File: src/rtl/div_iterative.sv
// Multi-cycle restoring divider: one trial subtraction per cycle, sign fixup in a final cycle.
// Quotient feeds LO, remainder feeds HI; control pulses start and stalls until done.
module div_iterative #(
  parameter int unsigned WIDTH  = 32,
  parameter bit          SIGNED = 1'b1
) (
  input  logic             clk,
  input  logic             rst_n,
  input  logic             start,
  input  logic [WIDTH-1:0] dividend,
  input  logic [WIDTH-1:0] divisor,
  output logic             busy,
  output logic             done,
  output logic [WIDTH-1:0] quotient,
  output logic [WIDTH-1:0] remainder,
  output logic             div_by_zero
);

  localparam int unsigned CW = $clog2(WIDTH + 1);

  typedef enum logic [1:0] {IDLE, RUN, FIXUP} state_t;

  state_t           state, state_n;
  logic [WIDTH-1:0] dvd, dvd_n;
  logic [WIDTH-1:0] dsr, dsr_n;
  logic [WIDTH-1:0] prem, prem_n;
  logic [CW-1:0]    count, count_n;
  logic             neg_q, neg_q_n;
  logic             neg_r, neg_r_n;
  logic             zero, zero_n;
  logic             busy_n, done_n, dbz_n;
  logic [WIDTH-1:0] quotient_n, remainder_n;
  logic [WIDTH:0]   trial;
  logic             dvd_neg, dsr_neg;

  assign dvd_neg = SIGNED && dividend[WIDTH-1];
  assign dsr_neg = SIGNED && divisor[WIDTH-1];

  // Partial remainder < divisor, so WIDTH+1 bits hold the shifted value's trial difference.
  assign trial = {prem, dvd[WIDTH-1]} - {1'b0, dsr};

  always_comb begin
    state_n     = state;
    dvd_n       = dvd;
    dsr_n       = dsr;
    prem_n      = prem;
    count_n     = count;
    neg_q_n     = neg_q;
    neg_r_n     = neg_r;
    zero_n      = zero;
    busy_n      = busy;
    done_n      = 1'b0;
    dbz_n       = div_by_zero;
    quotient_n  = quotient;
    remainder_n = remainder;
    case (state)
      IDLE: begin
        if (start) begin
          dvd_n   = dvd_neg ? -dividend : dividend;
          dsr_n   = dsr_neg ? -divisor : divisor;
          neg_q_n = dvd_neg ^ dsr_neg;
          neg_r_n = dvd_neg;
          zero_n  = (divisor == '0);
          prem_n  = '0;
          count_n = '0;
          busy_n  = 1'b1;
          dbz_n   = 1'b0;
          state_n = (divisor == '0) ? FIXUP : RUN;
        end
      end
      RUN: begin
        // Quotient bits shift into the dividend register as dividend bits shift out.
        if (!trial[WIDTH]) begin
          prem_n = trial[WIDTH-1:0];
        end else begin
          prem_n = {prem[WIDTH-2:0], dvd[WIDTH-1]};
        end
        dvd_n   = {dvd[WIDTH-2:0], ~trial[WIDTH]};
        count_n = count + CW'(1);
        if (count == CW'(WIDTH - 1)) begin
          state_n = FIXUP;
        end
      end
      FIXUP: begin
        busy_n  = 1'b0;
        done_n  = 1'b1;
        state_n = IDLE;
        if (zero) begin
          // Restoring the latched sign recovers the original dividend bit pattern.
          quotient_n  = '1;
          remainder_n = neg_r ? -dvd : dvd;
          dbz_n       = 1'b1;
        end else begin
          quotient_n  = neg_q ? -dvd : dvd;
          remainder_n = neg_r ? -prem : prem;
        end
      end
      default: state_n = IDLE;
    endcase
  end

  always_ff @(posedge clk or negedge rst_n) begin
    if (!rst_n) begin
      state       <= IDLE;
      dvd         <= '0;
      dsr         <= '0;
      prem        <= '0;
      count       <= '0;
      neg_q       <= 1'b0;
      neg_r       <= 1'b0;
      zero        <= 1'b0;
      busy        <= 1'b0;
      done        <= 1'b0;
      div_by_zero <= 1'b0;
      quotient    <= '0;
      remainder   <= '0;
    end else begin
      state       <= state_n;
      dvd         <= dvd_n;
      dsr         <= dsr_n;
      prem        <= prem_n;
      count       <= count_n;
      neg_q       <= neg_q_n;
      neg_r       <= neg_r_n;
      zero        <= zero_n;
      busy        <= busy_n;
      done        <= done_n;
      div_by_zero <= dbz_n;
      quotient    <= quotient_n;
      remainder   <= remainder_n;
    end
  end

endmodule

File: config.mk
export PLATFORM = sky130hd
export DESIGN_NAME = div_iterative
export DESIGN_NICKNAME = d
export VERILOG_FILES = /design/src/rtl/div_iterative.sv
export SDC_FILE = /design/constraint.sdc
export NUM_CORES = 1
export LEC_CHECK = 0
export ABC_AREA = 1
export ABC_CLOCK_PERIOD_IN_PS = 2650
export CAP_MARGIN = 10
export CELL_PAD_IN_SITES_DETAIL_PLACEMENT = 0
export CELL_PAD_IN_SITES_GLOBAL_PLACEMENT = 1
export CORE_MARGIN = 1.5
export CORE_UTILIZATION = 35
export DETAILED_ROUTE_END_ITERATION = 8
export MAX_ROUTING_LAYER = met4
export PLACE_DENSITY_LB_ADDON = 0.1
export SETUP_SLACK_MARGIN = 0.2
export SLEW_MARGIN = 10
export SYNTH_ARGS = -nofsm -noshare
export SYNTH_HDL_FRONTEND = slang
export SYNTH_SLANG_ARGS = --single-unit
export TNS_END_PERCENT = 1
File: constraint.sdc
create_clock -name clk -period 2.65 [get_ports clk]
set_input_delay 0.265 -clock clk [delete_from_list [all_inputs] [get_ports clk]]
set_output_delay 0.265 -clock clk [all_outputs]
set_load 0.01 [all_outputs]
==> results.md, run 1 <==
- Post-layout nets: 2407
- Drt pass-1 iters: 6
- Gate Count Post-Synth: 2161
- Input/output buffers: 133
- Max VDD drop: 685 uV
- Non-filler cells, final: 2833
- Reg area: 4360 um^2
- Synth-to-Final Area Change: 21.6%
- Fin Clk Skew: 12.3 ps
- Place WS: -30.7 ps
- RSZ-0062 raised after global routing: true
- Slew Viols, Final: 0
- Initial core utilization: 35.6%
- Drt wl/cell: 18.7 um
- Synthesis Warnings: 0
- Most frequent cells in the layout: nand2_1 (651), inv_1 (295), nand3_1 (215)
- Max cap viols: 0
- Mapped Area: 13800 um^2
- Area share of the largest cell type after synthesis: 31.6%
- Clock Latency Late Sink: 460 ps
- Static Leakage: 8.26 nW
- Main flop type after synthesis: dfrtp_1
- DR iter-0 viols: 1304
- # IOs: 134
- DIE AREA: 40500 um^2
- Bufs on Longest Clock Path: 2
- Syn Area/Cell: 6.37 um^2
- Top cell type by total area after synthesis: dfrtp_1
- Asr flop ratio synth: 100%
- Worst EP required: 2990 ps
- Largest net degree at the start of global routing: 71
- Antenna-violating nets left: 0
- Clk pin slew, worst setup/hold paths: 70 ps
- Worst Setup Path Type: register to register
- Global Route Usage Sum: 27.0%
- Share of cells above drive strength 1: 6.00%
- Final hold vios: 0
- Met2 WL: 22500 um
- Pwr Density: 1460 nW/um^2
- Syn_nets: 2266
- Synth cell types: 50
- DR vias: 14538
- Slew margin rel.: 33.9%
- Core footprint: 38700 um^2
- Placed cells: 2791
- Register area share after synthesis: 31.6%
- Die width: 201 um
- Final setup margin: 246 ps
- TritonCTS buffer count: 17
- Achievable Freq: 416 MHz
- DR top layer: met4
- Antenna diodes: 0
- Site Rows: 72
- Met1 Wirelength: 26600 um
- H-tree levels: 4
- Final HPWL DP: 41300 um
- Vias in the first global route: 13720
- Drt total wl: 53000 um
- TritonCTS clock tree: done
- Commonest non-fill, non-tap cell in the layout: nand2_1
- Worst EP arrival: 2750 ps
- Top post-synthesis cells by area: dfrtp_1 (32%), nand2_1 (18%), inv_1 (8.1%), nand3_1 (7.8%), o21ai_0 (5.3%)
- Fillcell total: 4207
- Hold Slack: 395 ps
- First-pass GRT wire length: 82400 um
- Initial antenna violation count: 0
- Setup crit end kind: register
- FF+latch count, synth: 174
- DRC viols: 0
- Gr ovfl total: 0
- CP Launch Type: register
- Met3 Routed Length: 2960 um
- Outcome: finished, final reports clean
- Via/cell ratio: 5.13
- Multi-input logic area: 8030 um^2
- Final setup vio count: 0
- CTS root buf: clkbuf_16
- Actual slew at the worst max-slew pin: 990 ps
- HP Class: input port to asynchronous set/reset pin
- Post-synth EDFFs: 0
- Worst-path fanout max: 8
- Clk sink count: 174
- Placer Congestion: 0.920
- Minimum clock period: 2400 ps
- Fin crit share: 90.7%
- Die Y: 201 um
## flip-flops by register name (all words and copies together) (netlist names)
| name | count |
|---|---|
| busy | 1 |
| count | 6 |
| div_by_zero | 1 |
| done | 1 |
| dsr | 32 |
| dvd | 32 |
| neg_q | 1 |
| neg_r | 1 |
| prem | 32 |
| quotient | 32 |
| remainder | 32 |
| state | 2 |
| zero | 1 |
## per-stage QoR
step | util (%) | setup TNS, ps | power [W] | area (um^2)
2_1_floorplan | - | 0 | 0.0152 | 13800
3_3_place_gp | 41.1 | 0 | 0.0208 | 15900
3_5_place_dp | 41.1 | -32.8 | 0.0209 | 15900
4_1_cts | 43.0 | 0 | 0.0241 | 16700
5_1_grt | 43.2 | 0 | 0.0265 | 16700
6_report | 43.2 | 0 | 0.0244 | 16700
## per-layer routing
layer / vias to the layer above / track usage (%)
li1: 7244 / -
met1: 6801 / 40.2
met2: 448 / 38.5
met3: 45 / 3.63
met4: 0 / 5.84
met5: - / -
## power breakdown
part | switching, W | internal, W
Combinational | 0.0104 | 0.00575
Sequential | 0.00137 | 0.00395
Clock | 0.00117 | 0.00171
## what timing repair did
item | CTS | global route
pin swaps | 1 | 3
hold buffers | 1 | 0
setup endpoints to repair | 33 | 40
gates resized for setup | 5 | 9
cloned | 1 | 2
buffers inserted | 3 | 3
endpoints found under the hold margin | 68 | 0
## final timing paths
path                                   from           to  slack (ps)  cells past startpoint
worst max register to register     prem[17]      prem[7]         250                     14
min in group clk                div_by_zero  div_by_zero         480                      2
worst max-delay path               prem[17]      prem[7]         250                     14
max in group asynchronous             rst_n       dsr[1]        1480                      3
worst min register to register  div_by_zero  div_by_zero         480                      2
worst min-delay path                  rst_n      prem[6]         390                      2
## logic make-up (layout without fill, tap and decap cells)
group,after synthesis,in the layout,synth area share (%)
simple gates,1148,1151,35.3
buf+inv,379,530,10.7
compound gates,352,352,14.5
flops,174,174,31.6
xor+xnor,70,70,4.45
fa+ha+maj,38,38,3.51
## cell usage after synthesis (21+ instances only)
cell type	instances
nand3_1	215
inv_1	296
nand2_1	653
a21oi_1	125
nand4_1	28
ha_1	37
xor2_1	49
o21ai_0	145
nor2_1	189
dfrtp_1	174
o211ai_1	28
nor3_1	24
clkbuf_1	52
xnor2_1	21
## critical path: stages (launching register included)
cell	delay [ps]
dfrtp_1	470
ha_1	390
nand2_2	140
inv_1	50
nand2_1	60
nand2_1	80
nand2_1	80
nand2_1	100
a21oi_4	220
nand3_4	180
buf_12	180
nand2_4	140
nand2_1	70
nand3_1	80
nand2_1	60
## cell type report
| type | count | share of cell area (%) |
|---|---|---|
| Multi-Input combinational cell | 1611 | 48.0 |
| Sequential cell | 174 | 26.0 |
| Timing Repair Buffer | 196 | 11.4 |
| Inverter | 302 | 6.79 |
| Tap cell | 518 | 3.87 |
| Clock buffer | 19 | 2.65 |
| Clock inverter | 13 | 1.26 |
Power figures use the tool's default switching activity.
==> run 2, diff against run 1 <==
Settings changed: CORE_UTILIZATION 35 to 46, CTS_CLUSTER_SIZE set to 24, DONT_BUFFER_PORTS set to 1.
==> results.md, run 2 (synthesized netlist as in run 1, its figures left out) <==
- Outcome: finished with violations
- Failing checks: negative hold slack
- Global Route Usage Sum: 32.8%
- Cell repeated most along the worst path: nand2_1
- Cts hold-fix bufs: 4
- DR vias: 14084
- CP Cell Sequence: ha_1, nand2_1, nor2_1, nand2_1, nor2_1, nand2_4, nand3_4, clkbuf_16, nand3_1, nand3_1, nand2_1
- Post-route cell area: 14900 um^2
- Worst-path fanout max: 10
- DIE AREA: 31000 um^2
- Drt total wl: 49200 um
- Clock Latency Late Sink: 450 ps
- Most frequent cells in the layout: nand2_1 (653), inv_1 (296), nand3_1 (214)
- RSZ-0062 raised after global routing: true
- Drt wl/cell: 19.3 um
- CP Launch Type: register
- Synth-to-Final Area Change: 8.44%
- TritonCTS buffer count: 17
- HP Class: input port to asynchronous set/reset pin
- Worst EP required: 2990 ps
- Site Rows: 63
- Final HPWL DP: 37700 um
- Slowest stage cell, crit path: dfrtp_1
- Clk sink count: 174
- Worst Setup Path Type: register to register
- CTS root buf: clkbuf_16
- Initial core utilization: 46.6%
- CP peak stage delay: 460 ps
- Worst EP arrival: 2750 ps
- Initial antenna violation count: 1
- H-tree levels: 4
- Gr ovfl total: 0
- Antenna diodes: 0
- Die Y: 176 um
- Max VDD drop: 595 uV
- DRC viols: 0
- Max cap viols: 0
- Largest net degree at the start of global routing: 175
- Final setup vio count: 0
- Post-DP Area: 14200 um^2
- Placer Congestion: 0.961
- TritonCTS clock tree: done
- Achievable Freq: 414 MHz
- First-pass GRT wire length: 75200 um
- Met1 Wirelength: 23500 um
- Vias in the first global route: 12978
- Core footprint: 29600 um^2
- Clk pin slew, worst setup/hold paths: 80 ps
- Place WS: 103 ps
- Worst Path Buf+Inv: 1
- Slew Viols, Final: 0
- Final setup margin: 236 ps
- Bufs on Longest Clock Path: 2
- Via/cell ratio: 5.52
- Actual slew at the worst max-slew pin: 1020 ps
- Fin crit share: 91.1%
- Final core utilization: 50.5%
- Die width: 176 um
- Setup TNS: 0 ps
- Input/output buffers: 0
- # IOs: 134
- Met2 WL: 20600 um
- DR top layer: met4
- Met3 Routed Length: 4080 um
- Hold Slack: -472 ps
- Share of cells above drive strength 1: 5.13%
- Setup crit end kind: register
- Fin Clk Skew: 15.8 ps
- Static Leakage: 7.58 nW
- Commonest non-fill, non-tap cell in the layout: nand2_1
- Drt pass-1 iters: 5
- Minimum clock period: 2410 ps
- Critical path's top delay family: simple AND/OR/NAND/NOR gates
- Slew margin rel.: 31.6%
- Post-layout nets: 2254
- Pwr Density: 1500 nW/um^2
- DR iter-0 viols: 1418
- Final hold vios: 174
- Antenna-violating nets left: 0
## run 2: timing repair
| item | CTS | global route |
|---|---|---|
| pin swaps | 0 | 1 |
| cloned | 0 | 2 |
| buffers inserted | 2 | 1 |
| gates resized for setup | 1 | 7 |
| endpoints found under the setup margin | 33 | 38 |
| endpoints found under the hold margin | 177 | 174 |
## run 2: power breakdown
| group | switching [W] | internal [W] | leakage [nW] |
|---|---|---|---|
| sequential | 0.00165 | 0.00395 | 2.09 |
| combinational | 0.00958 | 0.00474 | 5.22 |
| clock | 0.00119 | 0.00131 | 0.269 |
## run 2: area by class of cell
| type | count | area, um^2 |
|---|---|---|
| fill | 3138 | 14600 |
| multi-input combinational | 1609 | 7990 |
| sequential | 174 | 4350 |
| inverter | 302 | 1130 |
| tap | 390 | 488 |
| clock buffer | 22 | 484 |
| timing repair buffer | 45 | 407 |
| clock inverter | 10 | 80.1 |
## run 2: stage by stage
stage               instances  total power [W]
global placement         2511           0.0193
finish                   2552           0.0224
CTS                      2549           0.0220
detailed placement       2511           0.0194
global route             2552           0.0243
floorplan                2161           0.0152
## run 2: worst paths after layout
kind,start,end,slack [ps],depth (start not counted)
max reg2reg,prem[26],prem[17],240,11
min reg2reg,dsr[16],dsr[16],490,2
max in group asynchronous,rst_n,quotient[29],2790,0
min,rst_n,prem[1],-470,0
max,prem[26],prem[17],240,11
min in group clk,divisor[2],dsr[2],20,2
## run 2: per-layer routing
| layer | global-route usage [%] | up-vias |
|---|---|---|
| met1 | 46.5 | 6592 |
| met5 | - | - |
| met2 | 46.3 | 498 |
| li1 | - | 6936 |
| met4 | 8.73 | 0 |
| met3 | 8.07 | 58 |
